--- src/rtl/bin2bcd_pkg.sv ---
// bin2bcd_pkg: shared state type, double-dabble constants and sizing helper for bin2bcd_seq.
package bin2bcd_pkg;

    typedef enum logic [1:0] {IDLE, SHIFT, DONE} bcd_state_t;

    localparam int BCD_ADJ_THRESH = 5;
    localparam int BCD_ADJ_ADD    = 3;

    // Decimal digits needed to show the largest unsigned value of the given width.
    function automatic int bcd_digits_for(input int width);
        longint unsigned v;
        int d;
        v = (64'd1 << width) - 64'd1;
        d = 1;
        while (v >= 64'd10) begin
            v = v / 64'd10;
            d++;
        end
        return d;
    endfunction

endpackage

--- src/rtl/bin2bcd_seq_adj.sv ---
// bcd_digit_adj: double-dabble digit correction, adds 3 to a BCD digit of 5 or more.
module bcd_digit_adj
    import bin2bcd_pkg::*;
(
    input  logic [3:0] d,
    output logic [3:0] q
);

    assign q = (d >= 4'(BCD_ADJ_THRESH)) ? d + 4'(BCD_ADJ_ADD) : d;

endmodule

--- src/rtl/bin2bcd_seq.sv ---
// bin2bcd_seq: iterative double-dabble binary-to-BCD converter, one shift per clock.
// Define BIN2BCD_BLANK_EN to get a registered leading-zero blank mask.
module bin2bcd_seq
    import bin2bcd_pkg::*;
#(
    parameter int WIDTH  = 8,
    parameter int DIGITS = 3
) (
    input  logic                clk,
    input  logic                rst,
    input  logic [WIDTH-1:0]    bin_in,
    input  logic                bin_valid,
    output logic                bin_ready,
    output logic [4*DIGITS-1:0] bcd_out,
    output logic                bcd_valid,
    output logic                ovf,
    output logic                busy,
    output logic [DIGITS-1:0]   blank
);

    localparam int CW = $clog2(WIDTH + 1);

    bcd_state_t          state;
    logic [WIDTH-1:0]    sh;
    logic [4*DIGITS-1:0] acc;
    logic [4*DIGITS-1:0] acc_adj;
    logic [4*DIGITS-1:0] acc_next;
    logic [CW-1:0]       cnt;
    logic                sticky;
    logic                carry;
    logic                last;

    for (genvar i = 0; i < DIGITS; i++) begin : g_adj
        bcd_digit_adj u_adj (
            .d(acc[4*i +: 4]),
            .q(acc_adj[4*i +: 4])
        );
    end

    assign carry     = acc_adj[4*DIGITS-1];
    assign acc_next  = {acc_adj[4*DIGITS-2:0], sh[WIDTH-1]};
    assign last      = cnt == CW'(WIDTH - 1);
    assign bin_ready = (state == IDLE) & ~rst;

    always_ff @(posedge clk) begin
        if (rst) begin
            state     <= IDLE;
            sh        <= '0;
            acc       <= '0;
            cnt       <= '0;
            sticky    <= 1'b0;
            bcd_out   <= '0;
            ovf       <= 1'b0;
            bcd_valid <= 1'b0;
            busy      <= 1'b0;
        end else begin
            bcd_valid <= 1'b0;
            case (state)
                IDLE: if (bin_valid) begin
                    sh     <= bin_in;
                    acc    <= '0;
                    cnt    <= '0;
                    sticky <= 1'b0;
                    busy   <= 1'b1;
                    state  <= SHIFT;
                end
                SHIFT: begin
                    sh     <= sh << 1;
                    acc    <= acc_next;
                    cnt    <= cnt + CW'(1);
                    sticky <= sticky | carry;
                    if (last) begin
                        bcd_out   <= acc_next;
                        ovf       <= sticky | carry;
                        bcd_valid <= 1'b1;
                        busy      <= 1'b0;
                        state     <= DONE;
                    end
                end
                DONE: state <= IDLE;
                default: state <= IDLE;
            endcase
        end
    end

`ifdef BIN2BCD_BLANK_EN
    logic [DIGITS-1:0] blank_nx;
    logic              z;

    // Scan from the top digit down: a digit blanks while everything above it is zero.
    always_comb begin
        blank_nx = '0;
        z = 1'b1;
        for (int i = DIGITS - 1; i >= 0; i--) begin
            z = z & (acc_next[4*i +: 4] == 4'd0);
            blank_nx[i] = z;
        end
        blank_nx[0] = 1'b0;
    end

    always_ff @(posedge clk) begin
        if (rst)
            blank <= ~DIGITS'(1);
        else if (state == SHIFT && last)
            blank <= blank_nx;
    end
`else
    assign blank = '0;
`endif

endmodule

--- config.mk ---
export PLATFORM = sky130hd
export DESIGN_NAME = bin2bcd_seq
export DESIGN_NICKNAME = d
export VERILOG_FILES = /design/src/rtl/bin2bcd_pkg.sv /design/src/rtl/bin2bcd_seq_adj.sv /design/src/rtl/bin2bcd_seq.sv
export SDC_FILE = /design/constraint.sdc
export NUM_CORES = 1
export LEC_CHECK = 0
export BUFFER_PORTS_ARGS = -buffer_cell sky130_fd_sc_hd__clkbuf_2
export CAP_MARGIN = 20
export CELL_PAD_IN_SITES_DETAIL_PLACEMENT = 1
export CELL_PAD_IN_SITES_GLOBAL_PLACEMENT = 2
export CORE_MARGIN = 10
export CORE_UTILIZATION = 37
export CTS_CLUSTER_DIAMETER = 40
export DETAILED_ROUTE_END_ITERATION = 16
export GPL_TIMING_DRIVEN = 0
export PLACE_DENSITY_LB_ADDON = 0.1
export REMOVE_ABC_BUFFERS = 1
export SETUP_SLACK_MARGIN = 0.05
export SLEW_MARGIN = 20
export SYNTH_ARGS = -nofsm -noshare
export SYNTH_HDL_FRONTEND = slang
export SYNTH_SLANG_ARGS = --single-unit
--- constraint.sdc ---
create_clock -name clk -period 2.3 [get_ports clk]
set_input_delay 0.345 -clock clk [delete_from_list [all_inputs] [get_ports clk]]
set_output_delay 0.345 -clock clk [all_outputs]
set_load 0.05 [all_outputs]
==> impl_metrics.json, run 1 <==
{
  "crit_fanout": 13,
  "yosysWarnings": 0,
  "clockBufferDepth": 2,
  "place.gp.congestion": 0.766,
  "crit_type": "reg2reg",
  "nets": 242,
  "ys_async_sr_fraction_pct": 0,
  "seq_area_um2": 841,
  "post_cts.repair.setup_buffers": 0,
  "synth_edf_count": 0,
  "clk_pin_slew_ps": 80,
  "final.setup_skew_ps": 4.14,
  "io_buffer_count": 26,
  "hold_violations": 0,
  "totalWireLength_um": 4670,
  "rsz0062_at_grt": "false",
  "numCtsBuffers": 5,
  "setup_tns_ps": 0,
  "multi_input_area_um2": 910,
  "drtAntennaViolNets": 0,
  "ir_drop_uv": 342,
  "maxSlewViolCount": 0,
  "power.density_mw_per_mm2": 648,
  "wl_per_cell_um": 16.0,
  "p_leak_uw": 0.000854,
  "root_buffer": "clkbuf_8",
  "grt_max_degree": 24,
  "clock-sinks": 42,
  "antenna_found_initial": 0,
  "dp_hpwl_um": 3480,
  "worstPathRequired_ps": 2540,
  "start_kind": "flip-flop",
  "cts_tree": "done",
  "core.rowCount": 25,
  "worstPathArrival_ps": 2110,
  "core_mm2": 0.00482,
  "first_pass_iters": 5,
  "pin_count": 30,
  "ys_seq_area_share_pct": 44.6,
  "avgSynthCellArea_um2": 9.42,
  "initial_utilization_pct": 39.1,
  "ys_ff_latch": 42,
  "die_area_mm2": 0.00835,
  "via_count": 1525,
  "status": "finished clean",
  "n_fill_cell": 605,
  "fin_crit_ps": 1880,
  "worst_pin_slew_ps": 964,
  "dpl_worst_slack_ps": 400,
  "drtIter0Drc": 47,
  "grt_pass1_vias": 1634,
  "die_x_um": 91.4,
  "hold_class": "in2reg",
  "grt_overflow_total": 0,
  "synthCells": 200,
  "drive_gt1_share_pct": 20.4,
  "n_antenna_cell": 0,
  "setup_violations": 0,
  "hold_buffers": 0,
  "vias_per_cell": 5.22,
  "drc_errors": 0,
  "die_h_um": 91.4,
  "slew_headroom_pct": 35.5,
  "cts.htree.levels": 2,
  "yosysTopAreaCell": "dfxtp_1",
  "synth_top_flop_cell": "dfxtp_1",
  "synth.area.top_cells": "dfxtp_1 45%, ha_1 4.6%, nor2_1 4.0%",
  "syn-cell-area_mm2": 0.00188,
  "area_delta_synth_final_pct": 12.0,
  "grt_pass1_wl_um": 8040,
  "endpoint_kind": "flip-flop",
  "cap_violations": 0,
  "track_usage_pct": 11.6,
  "yosysUniqueCellTypes": 42,
  "synth_top_area_share_pct": 44.6,
  "setup_ws_ps": 424,
  "post-route-period-util_pct": 81.6,
  "fmax_mhz": 533,
  "insertion_delay_ps": 290,
  "cts_resized": 0
}
==> path summary, 6_finish.rpt <==
| path | depth (start not counted) | startpoint | slack [ps] | endpoint |
|---|---|---|---|---|
| worst max register to register | 5 | cnt[0]$_SDFFE_PP0P_ | 420 | bcd_out[0]$_SDFFE_PP0P_ |
| worst min-delay path | 3 | bin_in[0] | 330 | sh[0]$_SDFFE_PP0P_ |
| worst max-delay path | 5 | cnt[0]$_SDFFE_PP0P_ | 420 | bcd_out[0]$_SDFFE_PP0P_ |
| worst min register to register | 1 | bcd_out[11]$_SDFFE_PP0P_ | 470 | bcd_out[11]$_SDFFE_PP0P_ |
==> synthesized netlist by cell type (2+ instances only) <==
| cell | instances |
|---|---|
| dfxtp_1 | 42 |
| o2bb2ai_1 | 6 |
| inv_1 | 9 |
| o21ai_0 | 10 |
| a21oi_1 | 14 |
| a22o_1 | 6 |
| a2bb2oi_1 | 2 |
| o22ai_1 | 5 |
| a22oi_1 | 2 |
| buf_6 | 2 |
| nor3b_1 | 5 |
| o21ai_1 | 2 |
| xnor2_1 | 3 |
| a211oi_1 | 5 |
| or3_1 | 2 |
| buf_4 | 5 |
| nand2b_1 | 3 |
| nor3_1 | 7 |
| mux2i_1 | 4 |
| buf_2 | 2 |
| a22o_2 | 7 |
| ha_1 | 7 |
| nand2_1 | 8 |
| nor2_1 | 20 |
| nand3_1 | 5 |
==> through the flow <==
step	utilization, %	total power (uW)	hold slack [ps]	std cells	instance area [um^2]
3_5_place_dp	41.9	896	448	284	2020
3_3_place_gp	41.9	891	443	284	2020
6_report	43.8	1370	327	292	2110
5_1_grt	43.8	1440	337	292	2110
2_1_floorplan	-	852	414	191	1800
4_1_cts	43.8	1390	322	292	2110
==> sequential cells by signal, indices dropped and copies added (netlist names) <==
register / count
cnt: 4
ovf: 1
sh: 8
bcd_out: 12
sticky: 1
bcd_valid: 1
state: 2
acc: 12
busy: 1
==> where the power goes <==
group          leakage, uW  switching, uW  internal (uW)
clock network    0.0000482            247            242
registers         0.000341           15.2            744
logic             0.000464           80.8           36.8
==> cell usage in the layout, fill, tap and decap left out, drive strengths merged <==
master   count
nand3        5
o22ai        5
nor4b        1
o221ai       1
or3          2
nand2        8
nand3b       1
a21oi       14
nor2b        1
a32oi        1
xnor2        3
nor2        22
o21ai       12
mux2i        4
nor3         7
a2bb2oi      2
clkbuf      33
nand2b       4
nor3b        5
o21ba        1
nand4b       1
inv         10
o2bb2ai      6
clkinv       2
dfxtp       42
conb         3
a31oi        1
a22o        13
a211oi       5
a22oi        2
ha           7
o31ai        1
==> critical path: stages, from the launching register on <==
cell      delay, ps
dfxtp_1         340
ha_1            230
nand4b_1        140
nor2_1           80
nor2_1          750
a22o_2          280
==> cells by family (layout without fill, tap and decap cells) <==
family	count (synthesis)	count (layout)	synth area share [%]
other	1	3	0.199
AND/OR/NAND/NOR	57	57	15.7
buffers and inverters	22	45	7.50
multiplexers	4	4	2.12
AO/OA/AOI/OAI	64	64	23.8
XOR/XNOR	3	3	1.39
flip-flops	42	42	44.6
adder cells (fa/ha/maj)	7	7	4.65
==> metal layers <==
metal / vias up / GRT usage, % / routed length [um]
met3: 9 / 3.62 / 198
met1: 729 / 13.9 / 2200
met2: 27 / 18.9 / 2200
li1: 760 / - / -
met5: - / 0 / 0
met4: 0 / 4.31 / 74
==> final cells by class <==
type,count,share of cell area (%)
Clock buffer,7,4.09
Sequential cell,42,39.9
Multi-Input combinational cell,138,43.1
Inverter,11,2.55
Clock inverter,1,0.237
Tap cell,67,3.97
Timing Repair Buffer,26,6.17
Note: power is estimated with default switching activity, not from simulation.
==> inputs of run 2 (changes only) <==
--- a/config.mk
+++ b/config.mk
@@ -10,7 +10,7 @@
 export CELL_PAD_IN_SITES_DETAIL_PLACEMENT = 1
 export CELL_PAD_IN_SITES_GLOBAL_PLACEMENT = 2
 export CORE_MARGIN = 10
-export CORE_UTILIZATION = 37
+export CORE_UTILIZATION = 31
 export CTS_CLUSTER_DIAMETER = 40
 export DETAILED_ROUTE_END_ITERATION = 16
 export GPL_TIMING_DRIVEN = 0
==> constraint.sdc (replaced) <==
create_clock -name clk -period 1.7 [get_ports clk]
set_input_delay 0.255 -clock clk [delete_from_list [all_inputs] [get_ports clk]]
set_output_delay 0.255 -clock clk [all_outputs]
set_load 0.05 [all_outputs]
==> run 2 against run 1 <==
Compared with the run above:
- final cell count up 2.7%
- design area rose by 2.3%
- worst setup slack worse by 240 ps
- register-to-register slack lost 240 ps
- combinational power up 38%
- clock-buffer cell count is the same
- flip-flop and latch count is the same
- critical path depth fell by 3
- sequential power is 36% higher
- clock skew fell by 1.0 ps
- via count is 0.66% higher
- global-route usage down 1.3 points
- critical path type is now reg2out
- largest cell class unchanged
==> impl_metrics.json, run 2 (synthesis gave the netlist of run 1 again) <==
{
  "grt_max_degree": 24,
  "endpoint_kind": "output pin",
  "grt_overflow_total": 0,
  "n_fill_cell": 703,
  "cts_resized": 4,
  "cap_violations": 0,
  "antenna_found_initial": 0,
  "initial_utilization_pct": 31.8,
  "hold_violations": 0,
  "drive_gt1_share_pct": 24.9,
  "wl_per_cell_um": 16.1,
  "setup_violations": 0,
  "core_mm2": 0.00592,
  "drtIter0Drc": 31,
  "top_regs": "acc x12, bcd_out x12, sh x8",
  "maxSlewViolCount": 0,
  "cts_tree": "done",
  "track_usage_pct": 10.3,
  "crit_type": "reg2out",
  "place.gp.congestion": 0.743,
  "root_buffer": "clkbuf_8",
  "area_delta_synth_final_pct": 14.5,
  "layout_common_cells": "41 x dfxtp_1, 25 x clkbuf_2, 18 x nor2_1, 11 x a21oi_1, 10 x o21ai_0",
  "status": "finished clean",
  "totalWireLength_um": 4830,
  "ir_drop_uv": 395,
  "clk_pin_slew_ps": 80,
  "n_antenna_cell": 0,
  "rsz0062_at_grt": "false",
  "clockBufferDepth": 2,
  "numCtsBuffers": 5,
  "worstPathRequired_ps": 1440,
  "worstPathArrival_ps": 1260,
  "hold_class": "in2reg",
  "final.setup_skew_ps": 3.10,
  "power.density_mw_per_mm2": 863,
  "fin_crit_ps": 1510,
  "worst_pin_slew_ps": 569,
  "vias_per_cell": 5.12,
  "pin_count": 30,
  "drc_errors": 0,
  "grt_pass1_wl_um": 8180,
  "crit_fanout": 11,
  "hold_buffers": 0,
  "dpl_worst_slack_ps": -284,
  "nets": 242,
  "final_common_cell": "dfxtp_1",
  "dp_hpwl_um": 3560,
  "instances_no_fill": 300,
  "start_kind": "flip-flop",
  "p_leak_uw": 0.000854,
  "slew_headroom_pct": 61.9,
  "die_x_um": 98.0,
  "die_area_mm2": 0.00960,
  "cts.htree.levels": 2,
  "post_cts.repair.setup_buffers": 0,
  "io_buffer_count": 26,
  "via_count": 1535,
  "clock-sinks": 42,
  "insertion_delay_ps": 290,
  "setup_ws_ps": 186,
  "drtAntennaViolNets": 0,
  "die_h_um": 98.0,
  "fmax_mhz": 661,
  "dp_cells": 292,
  "first_pass_iters": 4,
  "core.rowCount": 28,
  "post-route-period-util_pct": 89.1,
  "grt_pass1_vias": 1598
}
-- run 2: metrics by stage --
| step | total power (uW) | utilization (%) | hold WS (ps) | TNS [ps] | instance area [um^2] |
|---|---|---|---|---|---|
| floorplan | 1150 | - | 324 | -83.4 | 1800 |
| global placement | 1210 | 34.3 | 448 | -2260 | 2030 |
| detailed placement | 1210 | 34.3 | 450 | -3050 | 2030 |
| CTS | 1890 | 36.0 | 220 | 0 | 2130 |
| global route | 1950 | 36.4 | 251 | 0 | 2160 |
| finish | 1860 | 36.4 | 223 | 0 | 2160 |
-- run 2: area by class of cell --
class                           instances  area, um^2  area share, %
Multi-Input combinational cell        138         946           43.9
Sequential cell                        42         842           39.0
Timing Repair Buffer                   26         130           6.03
Tap cell                               75        93.8           4.35
Clock buffer                            7        86.3           4.00
Inverter                               11        53.8           2.49
Clock inverter                          1        5.00          0.232
-- run 2: critical path: stages (launching register included) --
cell,delay [ps]
dfxtp_1,420
nor3_1,240
buf_2,300
-- run 2: metal layers --
metal / wire, um / GRT usage (%) / vias up / part of all wire (%)
li1: - / - / 766 / -
met1: 2290 / 12.9 / 737 / 47
met2: 2270 / 16.2 / 27 / 47
met3: 219 / 3.10 / 5 / 4.5
met4: 48 / 3.36 / 0 / 0.99
met5: 0 / 0 / - / 0
-- run 2: path summary, 6_finish.rpt --
kind / end / cells past startpoint / slack, ps / from
worst max-delay path: bin_ready / 2 / 190 / state[1]$_SDFFE_PP0P_
worst min-delay path: sh[0]$_SDFFE_PP0P_ / 3 / 220 / bin_in[0]
worst max register to register: bcd_out[9]$_SDFFE_PP0P_ / 5 / 190 / cnt[0]$_SDFFE_PP0P_
worst min register to register: bcd_out[3]$_SDFFE_PP0P_ / 1 / 470 / bcd_out[3]$_SDFFE_PP0P_
-- run 2: where the power goes --
part / leakage (uW) / switching, uW / internal, uW
Sequential: 0.000341 / 21.7 / 1010
Combinational: 0.000465 / 112 / 51.7
Clock: 0.0000482 / 342 / 328
Total: 0.000854 / 475 / 1390
==> inputs of run 3 (changes only) <==
--- a/config.mk
+++ b/config.mk
@@ -5,14 +5,14 @@
 export SDC_FILE = /design/constraint.sdc
 export NUM_CORES = 1
 export LEC_CHECK = 0
-export BUFFER_PORTS_ARGS = -buffer_cell sky130_fd_sc_hd__clkbuf_2
 export CAP_MARGIN = 20
 export CELL_PAD_IN_SITES_DETAIL_PLACEMENT = 1
 export CELL_PAD_IN_SITES_GLOBAL_PLACEMENT = 2
 export CORE_MARGIN = 10
-export CORE_UTILIZATION = 31
+export CORE_UTILIZATION = 34
 export CTS_CLUSTER_DIAMETER = 40
 export DETAILED_ROUTE_END_ITERATION = 16
+export DONT_BUFFER_PORTS = 1
 export GPL_TIMING_DRIVEN = 0
 export PLACE_DENSITY_LB_ADDON = 0.1
 export REMOVE_ABC_BUFFERS = 1
==> run 3 against run 2 <==
Compared with the run above:
- first-iteration DRC count is 58% higher
- critical path depth shrank 1
- utilization is 0.72 points higher
- via count shrank 5.5%
- combinational power decreased by 21%
- highest routed layer unchanged
- critical endpoint unchanged
- largest power group unchanged
==> impl_metrics.json, run 3 (synthesis gave the netlist of run 1 again) <==
{
  "r2r_cells": 6,
  "core_mm2": 0.00544,
  "place.gp.congestion": 0.754,
  "rsz0062_at_grt": "true",
  "grt_max_degree": 24,
  "top_regs": "acc x12, bcd_out x12, sh x8",
  "endpoint_kind": "output pin",
  "cp_cell_sequence": "nor3_4",
  "grtUsageMet1_pct": 12.5,
  "crit_fanout": 11,
  "instances_no_fill": 270,
  "area_delta_synth_final_pct": 7.24,
  "crit_slowest_cell": "nor3_4",
  "whs_path_depth": 1,
  "worst_pin_slew_ps": 579,
  "cp_num_buf_inv": 0,
  "r2r-end": "acc[2]$_SDFFE_PP0P_",
  "status": "finished clean",
  "cap_violations": 0,
  "final.setup_skew_ps": 11.9,
  "r2r_slack_ps": 190,
  "setup_violations": 0,
  "hold_path_end": "acc[7]$_SDFFE_PP0P_",
  "totalWireLength_um": 4690,
  "slowest_delay_ps": 530,
  "grt_use_met2_pct": 18.2,
  "clock-sinks": 42,
  "dpl_worst_slack_ps": -228,
  "maxSlewViolCount": 0,
  "rr_startpoint": "acc[0]$_SDFFE_PP0P_",
  "io_buffer_count": 0,
  "nets": 216,
  "vias_per_cell": 5.37,
  "drive_gt1_share_pct": 15.7,
  "setup_tns_ps": 0,
  "clockBufferDepth": 2,
  "cts.htree.levels": 2,
  "core.rowCount": 27,
  "numCtsBuffers": 5,
  "track_usage_pct": 11.0,
  "worstPathArrival_ps": 1280,
  "cp_top_family": "simple AND/OR/NAND/NOR gates",
  "via_count": 1450,
  "pin_count": 30,
  "layout_common_cells": "41 x dfxtp_1, 18 x nor2_1, 11 x a21oi_1, 10 x o21ai_0, 9 x inv_1",
  "postLayoutCoreUtil_pct": 37.2,
  "grt_overflow_total": 0,
  "clk_pin_slew_ps": 80,
  "fin_crit_ps": 1540,
  "antenna_found_initial": 0,
  "fmax_mhz": 649,
  "hold_buffers": 0,
  "die_h_um": 94.4,
  "drc_errors": 0,
  "post-route-period-util_pct": 90.6,
  "first_pass_iters": 4,
  "dp_cells": 263,
  "crit_type": "reg2out",
  "grt_pass1_wl_um": 7800,
  "n_antenna_cell": 0,
  "dp_hpwl_um": 3410,
  "root_buffer": "clkbuf_8",
  "slew_headroom_pct": 61.3,
  "die_x_um": 94.4,
  "drtAntennaViolNets": 0,
  "grt-busiest-layer": "met2",
  "cts_tree": "done",
  "hold_violations": 0,
  "p_leak_uw": 0.000741,
  "cp.depth": 1,
  "power.density_mw_per_mm2": 880,
  "setup_ws_ps": 160,
  "hold_class": "in2reg",
  "die_area_mm2": 0.00892,
  "use_met3_pct": 4.68,
  "ir_drop_uv": 547,
  "final_common_cell": "dfxtp_1",
  "drtIter0Drc": 49,
  "insertion_delay_ps": 300,
  "wl_per_cell_um": 17.4,
  "initial_utilization_pct": 34.6,
  "post_cts.repair.setup_buffers": 0,
  "start_kind": "flip-flop",
  "min-delay-start": "rst",
  "grt_pass1_vias": 1525,
  "worstPathRequired_ps": 1440
}
run 3: cell types whose count changed in the layout (fill, tap and decap cells not counted), sizes merged:
cell	before	now
buf	1	0
clkinv	2	3
clkbuf	32	5
run 3: where the power goes:
group	switching [uW]	internal (uW)
registers	28.8	1010
clock network	337	276
logic	85.6	42.9
run 3: cell type report:
| class | instances | area [um^2] |
|---|---|---|
| fillers | 638 | 3420 |
| multi-input cells | 138 | 956 |
| flip-flops and latches | 42 | 842 |
| well taps | 72 | 90.1 |
| clock buffers | 5 | 68.8 |
| inverters | 11 | 53.8 |
| clock inverters | 2 | 10.0 |
run 3: worst max path at each step:
| stage | from | endpoint | slack (ps) |
|---|---|---|---|
| 2_1_floorplan | state[0]$_SDFFE_PP0P_ | bin_ready | -80 |
| 3_3_place_gp | state[0]$_SDFFE_PP0P_ | bin_ready | -190 |
| 3_5_place_dp | cnt[0]$_SDFFE_PP0P_ | bcd_out[9]$_SDFFE_PP0P_ | -230 |
| 4_1_cts | cnt[0]$_SDFFE_PP0P_ | bcd_out[0]$_SDFFE_PP0P_ | 20 |
| 5_1_grt | acc[1]$_SDFFE_PP0P_ | acc[2]$_SDFFE_PP0P_ | 40 |
| 6_report | state[1]$_SDFFE_PP0P_ | bin_ready | 160 |
run 3: per-stage QoR:
stage               cell area, um^2  total power (uW)  hold slack [ps]
floorplan                      1800              1150              324
global placement               1890              1180              329
detailed placement             1900              1190              331
CTS                            1990              1810             8.88
global route                   2020              1860             8.28
finish                         2020              1780             22.6
run 3: what timing repair did:
action,CTS,global route
endpoints found under the hold margin,0,0
cloned,0,0
setup endpoints to repair,18,16
resized for setup,4,8
run 3: layer usage:
layer,vias to the layer above,wire (um)
li1,712,-
met4,0,43
met1,708,2040
met2,26,2290
met5,-,0
met3,4,320
